--- src/rtl/ospfb_impulse_src_pkg.sv ---
// Shared types for the OSPFB impulse stimulus source: FSM state encoding and
// the complex sample layout carried on tdata.
package ospfb_impulse_src_pkg;

    localparam int CPLX_W = 16;

    typedef enum logic [1:0] {
        IDLE = 2'd0,
        LOAD = 2'd1,
        RUN  = 2'd2,
        DONE = 2'd3
    } ospfb_src_state_t;

    // Matches the tdata packing {im, re}.
    typedef struct packed {
        logic signed [CPLX_W-1:0] im;
        logic signed [CPLX_W-1:0] re;
    } cplx_t;

endpackage

--- src/rtl/ospfb_impulse_src_if.sv ---
// AXI4-Stream link between the impulse source and its consumer.
interface ospfb_impulse_src_if #(
    parameter int WIDTH = 16
);
    logic [2*WIDTH-1:0] tdata;
    logic               tvalid;
    logic               tready;
    logic               tlast;

    modport master (output tdata, output tvalid, output tlast, input tready);
    modport slave  (input tdata, input tvalid, input tlast, output tready);
endinterface

--- src/rtl/ospfb_beat_counter.sv ---
// Down-counting wrap counter: starts at TERM, steps toward zero, flags zero
// and reloads TERM on the step that leaves zero.
module ospfb_beat_counter #(
    parameter int TERM = 7
) (
    input  logic clk,
    input  logic rst,
    input  logic step,
    output logic wrap
);
    localparam int W = (TERM > 0) ? $clog2(TERM + 1) : 1;

    logic [W-1:0] count;

    assign wrap = (count == '0);

    always_ff @(posedge clk or posedge rst) begin
        if (rst) begin
            count <= W'(TERM);
        end else if (step) begin
            count <= wrap ? W'(TERM) : count - W'(1);
        end
    end
endmodule

--- src/rtl/ospfb_impulse_src.sv ---
// AXI4-Stream impulse generator: zero samples except PULSE_VAL on the real part
// at IMPULSE_PHASE (optionally every IMPULSE_PERIOD after), SAMP beats total.
module ospfb_impulse_src
    import ospfb_impulse_src_pkg::*;
#(
    parameter int WIDTH          = 16,
    parameter int FFT_LEN        = 64,
    parameter int SAMP           = 2048,
    parameter int IMPULSE_PHASE  = 9,
    parameter int IMPULSE_PERIOD = 0,
    parameter int PULSE_VAL      = 4096,
    localparam int CW            = $clog2(SAMP + 1)
) (
    input  logic                 clk,
    input  logic                 rst,
    input  logic                 en,
    ospfb_impulse_src_if.master  axis,
    output logic                 done,
    output logic [CW-1:0]        beat_count
);
    localparam int                      PER_TERM = (IMPULSE_PERIOD > 0) ? IMPULSE_PERIOD - 1 : 0;
    localparam logic [CW-1:0]           LAST_IDX = CW'(SAMP - 1);
    localparam logic signed [WIDTH-1:0] PULSE    = WIDTH'(PULSE_VAL);

    if (PULSE_VAL > (2**(WIDTH-1)) - 1 || PULSE_VAL < -(2**(WIDTH-1))) begin : g_bad_pulse
        $error("ospfb_impulse_src: PULSE_VAL does not fit in WIDTH signed bits");
    end
    if (SAMP < 1) begin : g_bad_samp
        $error("ospfb_impulse_src: SAMP must be at least 1");
    end

    ospfb_src_state_t        state;
    logic [CW-1:0]           next_idx;
    logic                    armed;
    logic                    hs;
    logic                    load;
    logic                    phase_hit;
    logic                    hit;
    logic                    frm_wrap;
    logic                    per_wrap;
    logic signed [WIDTH-1:0] next_re;

    // next_idx and both counters always describe the beat that will be loaded next.
    assign hs        = (state == RUN) && axis.tvalid && axis.tready;
    assign load      = (state == LOAD) || (hs && (beat_count != LAST_IDX) && en);
    assign phase_hit = (int'(next_idx) == IMPULSE_PHASE);
    assign hit       = phase_hit || ((IMPULSE_PERIOD != 0) && armed && per_wrap);
    assign next_re   = hit ? PULSE : '0;

    ospfb_beat_counter #(.TERM(FFT_LEN - 1)) u_frame_cnt (
        .clk  (clk),
        .rst  (rst),
        .step (load),
        .wrap (frm_wrap)
    );

    // Period counter only runs once the first impulse has been loaded.
    ospfb_beat_counter #(.TERM(PER_TERM)) u_period_cnt (
        .clk  (clk),
        .rst  (rst),
        .step (load && armed),
        .wrap (per_wrap)
    );

    always_ff @(posedge clk or posedge rst) begin
        if (rst) begin
            state       <= IDLE;
            axis.tvalid <= 1'b0;
            axis.tdata  <= '0;
            axis.tlast  <= 1'b0;
            done        <= 1'b0;
            beat_count  <= '0;
            next_idx    <= '0;
            armed       <= 1'b0;
        end else begin
            if (load) begin
                axis.tvalid <= 1'b1;
                axis.tdata  <= {{WIDTH{1'b0}}, next_re};
                axis.tlast  <= frm_wrap;
                next_idx    <= next_idx + CW'(1);
                if (phase_hit) begin
                    armed <= 1'b1;
                end
            end else if (hs) begin
                axis.tvalid <= 1'b0;
                axis.tdata  <= '0;
                axis.tlast  <= 1'b0;
            end

            case (state)
                IDLE: begin
                    if (en) begin
                        state <= LOAD;
                    end
                end
                LOAD: begin
                    state <= RUN;
                end
                RUN: begin
                    if (hs) begin
                        beat_count <= beat_count + CW'(1);
                        if (beat_count == LAST_IDX) begin
                            done  <= 1'b1;
                            state <= DONE;
                        end else if (!en) begin
                            state <= IDLE;
                        end
                    end
                end
                default: begin
                end
            endcase
        end
    end
endmodule

--- src/flat_wrapper.sv ---
// flat-port wrapper written by rule: the top's interface ports become plain ports
module ospfb_impulse_src_flat import ospfb_impulse_src_pkg::*;
#(
    parameter int WIDTH          = 16,
    parameter int FFT_LEN        = 64,
    parameter int SAMP           = 2048,
    parameter int IMPULSE_PHASE  = 9,
    parameter int IMPULSE_PERIOD = 0,
    parameter int PULSE_VAL      = 4096,
    localparam int CW            = $clog2(SAMP + 1)
)
  (clk, rst, en, done, beat_count, axis_tdata, axis_tvalid, axis_tlast, axis_tready);
  ospfb_impulse_src_if #(.WIDTH(WIDTH)) axis_i ();
  input  logic clk;
  input  logic rst;
  input  logic en;
  output logic done;
  output logic [CW-1:0] beat_count;
  output wire logic [$bits(axis_i.tdata)-1:0] axis_tdata;
  output wire logic [$bits(axis_i.tvalid)-1:0] axis_tvalid;
  output wire logic [$bits(axis_i.tlast)-1:0] axis_tlast;
  input wire logic [$bits(axis_i.tready)-1:0] axis_tready;
  assign axis_tdata = axis_i.tdata;
  assign axis_tvalid = axis_i.tvalid;
  assign axis_tlast = axis_i.tlast;
  assign axis_i.tready = axis_tready;
  ospfb_impulse_src #(.WIDTH(WIDTH), .FFT_LEN(FFT_LEN), .SAMP(SAMP), .IMPULSE_PHASE(IMPULSE_PHASE), .IMPULSE_PERIOD(IMPULSE_PERIOD), .PULSE_VAL(PULSE_VAL)) u_core (.clk(clk), .rst(rst), .en(en), .axis(axis_i), .done(done), .beat_count(beat_count));
endmodule
--- config.mk ---
export PLATFORM = sky130hd
export DESIGN_NAME = ospfb_impulse_src_flat
export DESIGN_NICKNAME = d
export VERILOG_FILES = /design/src/rtl/ospfb_impulse_src_pkg.sv /design/src/rtl/ospfb_impulse_src_if.sv /design/src/rtl/ospfb_beat_counter.sv /design/src/rtl/ospfb_impulse_src.sv /design/src/flat_wrapper.sv
export SDC_FILE = /design/constraint.sdc
export NUM_CORES = 1
export LEC_CHECK = 0
export CORE_AREA = 2 2 80 67
export DETAILED_ROUTE_END_ITERATION = 8
export DIE_AREA = 0 0 82 69
export PLACE_DENSITY = 0.8
export SETUP_SLACK_MARGIN = 0.02
export SYNTH_ARGS = -nofsm -noshare
export SYNTH_HDL_FRONTEND = slang
export SYNTH_SLANG_ARGS = --single-unit
--- constraint.sdc ---
create_clock -name clk -period 1.8 [get_ports clk]
set_input_delay 0.54 -clock clk [delete_from_list [all_inputs] [get_ports clk]]
set_output_delay 0.54 -clock clk [all_outputs]
set_load 0.01 [all_outputs]
==> qor.csv, run 1 <==
stage,metric,value,unit
outcome,run status,"finished, violations left",
outcome,failing checks,setup timing,
power,design internal power,1.233,mW
worst_setup_path,capturing point of the worst reg2reg path,u_core.u_frame_cnt.count[0],
route,drt first pass iters,4,
route,"antenna viol nets, final",0,
yosys,mux share of post-synthesis cell area,0.03216,
clock_tree,TritonCTS clock tree,done,
yosys,Simple-Gate Fraction of Synth Area,0.1888,
yosys,share of flip-flops with an asynchronous set or reset,1.000,
worst_setup_path,type of origin of the critical path,register,
global_route,total track usage,0.1510,
global_route,initial antenna violation count,0,
global_route,first-pass GRT wire length,6.617,mm
yosys,cells after synthesis,204,
timing,final worst-path cycle share,1.025,
cells_and_area,nets,270,
die,I/O pin total,51,
timing,endpoints failing hold,0,
timing,fmax,0.5418,GHz
worst_hold_path,Worst Hold Class,register to register,
cells_and_area,ratio of cells with drive above 1 in the final layout,0.2636,
power,sequential power share,0.512,
route,final wirelength,4.292,mm
worst_hold_path,Hold EP,u_core.next_idx[11],
power,Peak supply drop,0.3473,mV
die,die area,5658,um^2
yosys,Post-Synth XOR/XNOR Area,0.09172,
timing,Final TNS setup,-0.08315,ns
clock_tree,CTS Buffer Depth,2,
power,Pwr per Cell Area,592.7,nW/um^2
cells_and_area,Filler cells,418,
route,routed len/inst,13.41,um
yosys,mapped cell area,2101,um^2
timing,Final min period,1.846,ns
die,core box area,4835,um^2
clock_tree,Worst-Skew Late Latency,0.29,ns
power,share of total power in the clock network,0.448,
yosys,Synth Area in Adders,0.05360,
yosys,most common cell in the synthesized netlist,buf_4,
yosys,synthesized area per cell,10.30,um^2
route,DR iter-0 viols,71,
global_route,met3 Usage GRT,0.04843,
yosys,largest family of logic cells by synthesized area,simple AND/OR/NAND/NOR gates,
worst_setup_path,Worst Path Required,2.02,ns
yosys,sequential area share after synthesis,0.4324,
worst_setup_path,worst r2r src,u_core.beat_count[1],
global_route,GRT busiest layer,met2,
yosys,post-synthesis compound-gate area fraction,0.06015,
timing,final setup fails,3,
global_route,met2 Use GR,0.2358,
worst_setup_path,R2R Setup Slk,-0.05,ns
yosys,post-synth top area cell,dfrtp_1,
timing,skew final,0.006917,ns
global_route,largest net degree at the start of global routing,37,
worst_hold_path,Worst Hold Depth,1,
clock_tree,cts hold-fix bufs,0,
timing,final worst slack,-0.04569,ns
worst_setup_path,Setup crit start,u_core.beat_count[1],
clock_tree,clk slew on worst S/H paths,0.07,ns
worst_setup_path,critical path peak fanout,3,
power,switching part of the total,0.2195,
worst_setup_path,kind of critical path,register to register,
die,die width,82,um
cells_and_area,diode count,0,
yosys,Synth cell types,41,
die,Initial Util,0.4345,
yosys,#FFs+latches synth,36,
clock_tree,CTS Buf Count,5,
worst_setup_path,CP Data Arrival Time,2.07,ns
timing,Slew Limit Fails,0,
worst_setup_path,endpoint class of the critical path,register,
route,via/cell ratio,4.953,
yosys,Yosys warnings,0,
global_route,met1 usage,0.2000,
route,detailed-route via count,1585,
worst_hold_path,worst hold start,u_core.next_idx[11],
die,std cell rows,23,
power,Comb power frac,0.040,
run,MaxCap Viol Count,0,
yosys,"Primary FF master, synth",dfrtp_1,
place,Placer Congestion,0.8488,
global_route,vias in the first global route,1449,
yosys,top post-synthesis cells by area,"dfrtp_1 36%, buf_4 11%, dfstp_2 7.5%, xor2_1 6.3%, ha_1 5.4%",
cells_and_area,Layout Utilization,0.5512,
yosys,top-area cell type share of the netlist area,0.3574,
yosys,Post-synth EDFFs,0,
timing,RSZ-0062 raised after global routing,true,
route,# DRC,0,
clock_tree,Clk Tree Root Cell,clkbuf_8,
clock_tree,clock tree sinks,36,
cells_and_area,area delta synth->final,26.86,%
power,LEAKAGE,1.351,nW
yosys,synth cell count leaders,"32 x buf_4, 30 x dfrtp_1, 15 x nand2_1, 15 x xor2_1, 12 x nor3_1",
power,Net Sw Power,346.7,uW
place,post-detail-place hpwl,2.940,mm
place,Port Buffers,19,
clock_tree,H-tree Lvls,2,
global_route,Overflow after GRT,0,
die,Die Span Y,69,um
worst_setup_path,R2R cell count,6,
## how the worst max path moves through the flow
stage                                  endpoint  slack (ns)
floorplan                   u_core.next_idx[10]        0.05
global placement             u_core.next_idx[3]       -0.27
detailed placement           u_core.next_idx[5]       -0.34
CTS                          u_core.next_idx[3]        0.01
global route        u_core.u_frame_cnt.count[0]       -0.14
finish              u_core.u_frame_cnt.count[0]       -0.05
## stage by stage
stage,setup WS (ns),power (mW),hold slack [ns],area (um^2),std cells
after floorplan,0.05243,0.9144,0.4429,2213,234
after global placement,-0.2715,0.8856,0.4591,2355,296
after detailed placement,-0.3421,0.8857,0.4576,2355,296
after CTS,0.009958,1.593,0.4724,2552,312
after global routing,-0.1362,1.641,0.4890,2665,320
final,-0.04569,1.580,0.4754,2665,320
## sequential cells by signal, indices dropped and copies added, names as in the netlist
register and count:
u_core.next_idx 12, u_core.done 1, u_core.state 2, u_core.axis.tdata 1, u_core.axis.tvalid 1, u_core.u_frame_cnt.count 6, u_core.beat_count 12, u_core.axis.tlast 1
## power groups by stage
stage          Sequential (mW)  Clock, mW  Combinational (mW)
4_1_cts                  0.809      0.722              0.0620
5_1_grt                  0.809      0.762              0.0710
3_5_place_dp             0.824          0              0.0615
2_1_floorplan            0.824          0              0.0902
6_report                 0.809      0.708              0.0628
3_3_place_gp             0.824          0              0.0614
## cell usage in the layout (no fill, tap or decap), types with 8 or more instances in the layout
master | synthesis | routed
buf_4 | 32 | 30
clkdlybuf4s50_1 | 0 | 10
conb_1 | 1 | 31
dfrtp_1 | 30 | 27
inv_1 | 9 | 8
nand2_1 | 15 | 15
nand3_1 | 8 | 8
xor2_1 | 15 | 15
## metal layers
metal | routed length, um | share of wire | up-vias
li1 | - | - | 752
met1 | 1817 | 0.42 | 780
met2 | 2142 | 0.50 | 48
met3 | 279 | 0.065 | 5
met4 | 52 | 0.012 | 0
met5 | 0 | 0 | -
## kinds of logic (layout without fill, tap and decap cells)
logic type      after synthesis  after routing
compound gates               19             19
mux                           6              6
buf+inv                      44             68
simple gates                 67             67
fa+ha+maj                     9              9
flops                        36             36
other cells                   1             31
xor+xnor                     22             22
## layout make-up
type | instances | area (um^2) | area share
inverter | 9 | 33.78 | 0.01268
clock inverter | 2 | 35.03 | 0.01315
tap | 62 | 77.57 | 0.02911
multi-input combinational | 154 | 1084 | 0.4066
sequential | 36 | 912.1 | 0.3423
clock buffer | 6 | 72.57 | 0.02723
timing repair buffer | 51 | 450.4 | 0.1690
## timing repair
item,in CTS,in global routing
setup endpoints to repair,18,18
gates resized for setup,14,15
pin swaps,4,9
buffers inserted,8,8
## critical path: stages, from the launching register on
cell,delay (ns)
dfrtp_1,0.39
ha_2,0.22
nand4b_1,0.21
nor4_4,0.40
buf_4,0.19
nor2_4,0.05
mux2_4,0.30
No activity file was read; power rests on OpenSTA's default activity.
==> run 2, diff against run 1 <==
--- a/config.mk
+++ b/config.mk
@@ -5,11 +5,14 @@
 export SDC_FILE = /design/constraint.sdc
 export NUM_CORES = 1
 export LEC_CHECK = 0
-export CORE_AREA = 2 2 80 67
+export CELL_PAD_IN_SITES_DETAIL_PLACEMENT = 0
+export CELL_PAD_IN_SITES_GLOBAL_PLACEMENT = 1
+export CORE_AREA = 2 2 91 76
 export DETAILED_ROUTE_END_ITERATION = 8
-export DIE_AREA = 0 0 82 69
+export DIE_AREA = 0 0 93 78
 export PLACE_DENSITY = 0.8
 export SETUP_SLACK_MARGIN = 0.02
+export SKIP_LAST_GASP = 1
 export SYNTH_ARGS = -nofsm -noshare
 export SYNTH_HDL_FRONTEND = slang
 export SYNTH_SLANG_ARGS = --single-unit
==> run 2 against run 1 <==
Against the previous run: core utilization fell by 12 points; final area up 0.42%; power shrank 10%; die area grew 28%; the run now ends clean; register-to-register slack better by 0.098 ns.
==> qor.csv, run 2 (synthesis gave the netlist of run 1 again) <==
stage,metric,value,unit
outcome,run status,"finished, final reports clean",
route,# DRC,0,
timing,Final min period,1.748,ns
place,Port Buffers,19,
route,drt first pass iters,4,
clock_tree,TritonCTS clock tree,done,
global_route,total track usage,0.1173,
die,die area,7254,um^2
clock_tree,CTS Buf Count,5,
place,post-detail-place hpwl,2.787,mm
clock_tree,Worst-Skew Late Latency,0.29,ns
worst_setup_path,CP Data Arrival Time,1.96,ns
worst_setup_path,CP peak stage delay,0.41,ns
route,via/cell ratio,4.454,
global_route,Overflow after GRT,0,
worst_hold_path,Worst Hold Class,register to register,
timing,skew final,0.009466,ns
route,final wirelength,4.154,mm
clock_tree,cts hold-fix bufs,0,
timing,Slew Limit Fails,0,
timing,fmax,0.5721,GHz
cells_and_area,ratio of cells with drive above 1 in the final layout,0.2588,
global_route,initial antenna violation count,0,
route,"antenna viol nets, final",0,
worst_setup_path,critical path peak fanout,3,
worst_setup_path,kind of critical path,register to register,
global_route,vias in the first global route,1407,
worst_setup_path,Slowest cell on crit path,nor4_4,
worst_setup_path,endpoint class of the critical path,register,
global_route,first-pass GRT wire length,6.775,mm
power,Tot Pwr,1.418,mW
power,Pwr per Cell Area,529.8,nW/um^2
global_route,largest net degree at the start of global routing,37,
cells_and_area,"most common cell after layout, fill and taps aside",conb_1,
clock_tree,CTS Buffer Depth,2,
power,LEAKAGE,1.339,nW
run,MaxCap Viol Count,0,
die,Initial Util,0.3363,
timing,RSZ-0062 raised after global routing,true,
route,DR iter-0 viols,111,
route,routed len/inst,12.25,um
cells_and_area,nets,267,
die,Die Span Y,78,um
die,core box area,6246,um^2
timing,final setup fails,0,
cells_and_area,top flop regs,"u_core.beat_count: 12 flops, u_core.next_idx: 12 flops, u_core.u_frame_cnt.count: 6 flops",
cells_and_area,area delta synth->final,27.40,%
timing,endpoints failing hold,0,
worst_setup_path,Worst Path Required,2.01,ns
clock_tree,clk slew on worst S/H paths,0.07,ns
cells_and_area,diode count,0,
worst_setup_path,Top delay family on crit path,simple AND/OR/NAND/NOR gates,
place,Placer Congestion,0.7716,
worst_setup_path,CP Cell Sequence,ha_2 > nand4b_1 > nor4_4 > buf_4 > nor2_4 > mux2_4,
cells_and_area,most frequent cells in the layout,"31 x conb_1, 25 x buf_4, 25 x dfrtp_1",
cells_and_area,Layout Utilization,0.4285,
power,Peak supply drop,0.2590,mV
timing,final worst-path cycle share,0.9711,
clock_tree,clock tree sinks,36,
die,I/O pin total,51,
worst_setup_path,Buf/Inv on CP,1,
die,die width,93,um
clock_tree,Clk Tree Root Cell,clkbuf_8,
die,std cell rows,26,
worst_setup_path,type of origin of the critical path,register,
clock_tree,H-tree Lvls,2,
route,detailed-route via count,1510,
## run 2: cell count changes in the layout (fill, tap and decap cells not counted), moves of 2 or more
cell	previous run	this run
buf_6	1	3
dlygate4sd2_1	5	7
dfrtp_2	3	5
clkdlybuf4s50_1	10	7
dfrtp_1	27	25
buf_4	30	25
ha_4	0	2
## run 2: routing by layer
metal  share of wire  routed length, um  up-vias  track usage
met2            0.46               1907       35       0.1761
met5               0                  0        -            0
li1                -                  -      739            -
met3           0.052                215        4      0.03301
met1            0.48               2008      732       0.1638
met4          0.0051                 21        0      0.03529
## run 2: report_power, final
group,total [mW],switching (mW),internal (mW)
Combinational,0.0610,0.0497,0.0113
Clock,0.548,0.276,0.271
Sequential,0.809,0,0.809
Total,1.42,0.326,1.09
## run 2: final cells by class
cell class | instances | area, um^2
clock inverters | 1 | 5.005
inverters | 9 | 33.78
multi-input cells | 154 | 1106
clock buffers | 7 | 76.32
well taps | 84 | 105.1
flip-flops and latches | 36 | 914.6
fillers | 610 | 3570
repair buffers | 48 | 435.4
## run 2: worst register-to-register path, cell delays in order (launching register included)
cell	delay (ns)
dfrtp_1	0.35
ha_2	0.18
nand4b_1	0.20
nor4_4	0.41
buf_4	0.20
nor2_4	0.05
mux2_4	0.30
## run 2: repair_timing
action | 4_1_cts | 5_1_grt
setup endpoints to repair | 17 | 19
pin swaps | 1 | 6
hold endpoints to repair | 0 | 0
cloned | 0 | 1
setup buffers | 6 | 7
gates resized for setup | 17 | 23
## run 2: metrics by stage
step	hold slack [ns]	setup WS, ns	cells	TNS [ns]	area, um^2
2_1_floorplan	0.4429	0.05243	234	0	2213
3_3_place_gp	0.4400	-0.2861	317	-5.313	2375
3_5_place_dp	0.4471	-0.3338	317	-5.775	2375
4_1_cts	0.4616	-0.03542	331	-0.03542	2526
5_1_grt	0.5018	-0.05442	339	-0.2865	2676
6_report	0.4585	0.05208	339	0	2676
## run 2: worst paths after layout
| kind | start | end | depth (start not counted) | slack (ns) |
|---|---|---|---|---|
| max in group asynchronous | rst | u_core.u_frame_cnt.count[0] | 3 | 0.95 |
| setup / recovery | u_core.beat_count[0] | u_core.u_frame_cnt.count[0] | 6 | 0.05 |
| min in group asynchronous | rst | u_core.beat_count[4] | 3 | 0.59 |
| setup reg to reg | u_core.beat_count[0] | u_core.u_frame_cnt.count[0] | 6 | 0.05 |
| hold reg to reg | u_core.done | u_core.done | 1 | 0.46 |
| hold / removal | u_core.done | u_core.done | 1 | 0.46 |
==> run 3, diff against run 2 <==
--- a/config.mk
+++ b/config.mk
@@ -10,6 +10,7 @@
 export CORE_AREA = 2 2 91 76
 export DETAILED_ROUTE_END_ITERATION = 8
 export DIE_AREA = 0 0 93 78
+export MAX_ROUTING_LAYER = met4
 export PLACE_DENSITY = 0.8
 export SETUP_SLACK_MARGIN = 0.02
 export SKIP_LAST_GASP = 1
==> run 3 against run 2 <==
Against the previous run: hold slack barely moved; final cell count did not move; clock skew barely moved; register-to-register slack barely moved; critical path depth did not move; maximum frequency rose by 0.36%; non-clock buffer count did not move; flip-flop and latch count did not move; sequential share of layout area did not move; combinational power barely moved; first-iteration DRC count fell by 11%; count of clock-buffer cells in the layout did not move; critical path type unchanged; highest routed layer unchanged.
==> qor.csv, run 3 (synthesis gave the netlist of run 1 again) <==
stage,metric,value,unit
route,drt first pass iters,4,
cells_and_area,diode count,0,
outcome,run status,"finished, final reports clean",
power,Comb power frac,0.043,
die,die area,7254,um^2
power,switching part of the total,0.2284,
clock_tree,clock tree sinks,36,
timing,Final min period,1.742,ns
clock_tree,TritonCTS clock tree,done,
clock_tree,CTS Buffer Depth,2,
power,Net Sw Power,323.3,uW
clock_tree,Worst-Skew Late Latency,0.29,ns
timing,Slew Limit Fails,0,
timing,endpoints failing hold,0,
global_route,vias in the first global route,1405,
route,detailed-route via count,1514,
die,I/O pin total,51,
place,Placer Congestion,0.7820,
global_route,initial antenna violation count,0,
power,sequential power share,0.572,
global_route,first-pass GRT wire length,6.789,mm
power,share of total power in the clock network,0.385,
cells_and_area,area delta synth->final,27.40,%
timing,fmax,0.5742,GHz
cells_and_area,Finished Cell Area,2676,um^2
place,placed instance area,2375,um^2
route,"antenna viol nets, final",0,
route,# DRC,0,
run,MaxCap Viol Count,0,
global_route,largest net degree at the start of global routing,37,
die,die width,93,um
power,LEAKAGE,1.339,nW
route,final wirelength,4.135,mm
power,design internal power,1.092,mW
die,Initial Util,0.3363,
cells_and_area,most frequent cells in the layout,"31 x conb_1, 25 x buf_4, 25 x dfrtp_1",
die,Die Span Y,78,um
cells_and_area,ratio of cells with drive above 1 in the final layout,0.2588,
timing,RSZ-0062 raised after global routing,true,
worst_setup_path,worst r2r src,u_core.beat_count[0],
worst_setup_path,R2R Setup Slk,0.06,ns
global_route,Overflow after GRT,0,
cells_and_area,"most common cell after layout, fill and taps aside",conb_1,
power,Tot Pwr,1.415,mW
power,Pwr per Cell Area,528.8,nW/um^2
place,post-detail-place hpwl,2.787,mm
worst_setup_path,endpoint class of the critical path,register,
timing,final worst-path cycle share,0.9676,
clock_tree,Clk Tree Root Cell,clkbuf_8,
timing,final setup fails,0,
clock_tree,CTS Buf Count,5,
worst_hold_path,worst hold start,u_core.done,
power,Peak supply drop,0.2590,mV
die,std cell rows,26,
place,Port Buffers,19,
worst_setup_path,Setup crit start,u_core.beat_count[0],
worst_setup_path,capturing point of the worst reg2reg path,u_core.u_frame_cnt.count[0],
worst_setup_path,capture point of the worst path,u_core.u_frame_cnt.count[0],
global_route,total track usage,0.1208,
timing,skew final,0.009550,ns
worst_setup_path,critical path peak fanout,3,
cells_and_area,nets,267,
cells_and_area,Filler cells,610,
clock_tree,clk slew on worst S/H paths,0.07,ns
route,routed len/inst,12.20,um
worst_setup_path,R2R cell count,6,
cells_and_area,top flop regs,"u_core.beat_count: 12 flops, u_core.next_idx: 12 flops, u_core.u_frame_cnt.count: 6 flops",
route,DR iter-0 viols,99,
clock_tree,H-tree Lvls,2,
die,core box area,6246,um^2
worst_setup_path,CP Data Arrival Time,1.96,ns
route,via/cell ratio,4.466,
worst_setup_path,Worst Path Required,2.01,ns
worst_hold_path,Worst Hold Class,register to register,
worst_setup_path,kind of critical path,register to register,
worst_setup_path,type of origin of the critical path,register,
==> run 3: cell counts in the layout (fill, tap and decap cells not counted) <==
Identical to the previous run, type by type.
==> run 3: cell type report <==
class	count	area [um^2]	share of cell area
Tap cell	84	105.1	0.03927
Sequential cell	36	914.6	0.3417
Clock buffer	7	76.32	0.02852
Clock inverter	1	5.005	0.001870
Timing Repair Buffer	48	435.4	0.1627
Multi-Input combinational cell	154	1106	0.4133
Inverter	9	33.78	0.01262
==> run 3: power by group through the flow <==
stage	logic (mW)	registers, mW	clock network, mW
floorplan	0.0902	0.824	0
global placement	0.0603	0.824	0
detailed placement	0.0607	0.824	0
CTS	0.0611	0.809	0.568
global route	0.0690	0.809	0.614
finish	0.0607	0.809	0.545
==> run 3: per-stage QoR <==
stage,TNS [ns],hold slack (ns),utilization,instances,setup slack (ns)
floorplan,0,0.4429,-,234,0.05243
global placement,-5.313,0.4400,0.3802,317,-0.2861
detailed placement,-5.775,0.4471,0.3802,317,-0.3338
CTS,-0.03542,0.4616,0.4044,331,-0.03542
global route,-0.2865,0.5018,0.4285,339,-0.05442
finish,0,0.4586,0.4285,339,0.05835
==> run 3: how the worst min path moves through the flow <==
stage	to	slack, ns	cells past startpoint
2_1_floorplan	u_core.next_idx[11]	0.44	1
3_3_place_gp	u_core.done	0.44	1
3_5_place_dp	u_core.done	0.45	1
4_1_cts	u_core.done	0.46	1
5_1_grt	u_core.done	0.50	1
6_report	u_core.done	0.46	1
==> run 3: worst max-delay path: stages, from the launching register on <==
cell      delay [ns]
dfrtp_1         0.35
ha_2            0.18
nand4b_1        0.20
nor4_4          0.40
buf_4           0.19
nor2_4          0.04
mux2_4          0.30
==> run 3: timing repair <==
| action | CTS | global route |
|---|---|---|
| pin swaps | 1 | 6 |
| hold buffers | 0 | 0 |
| gates resized for setup | 17 | 23 |
| endpoints found under the setup margin | 17 | 19 |
| endpoints found under the hold margin | 0 | 0 |
| buffers inserted | 6 | 7 |
| gates cloned | 0 | 1 |
==> run 3: per-layer routing <==
| metal | vias up | routed length [um] | GRT usage |
|---|---|---|---|
| met1 | 736 | 1964 | 0.1638 |
| met2 | 35 | 1933 | 0.1768 |
| li1 | 739 | - | - |
| met4 | 0 | 21 | 0.03529 |
| met5 | - | 0 | - |
| met3 | 4 | 216 | 0.03301 |
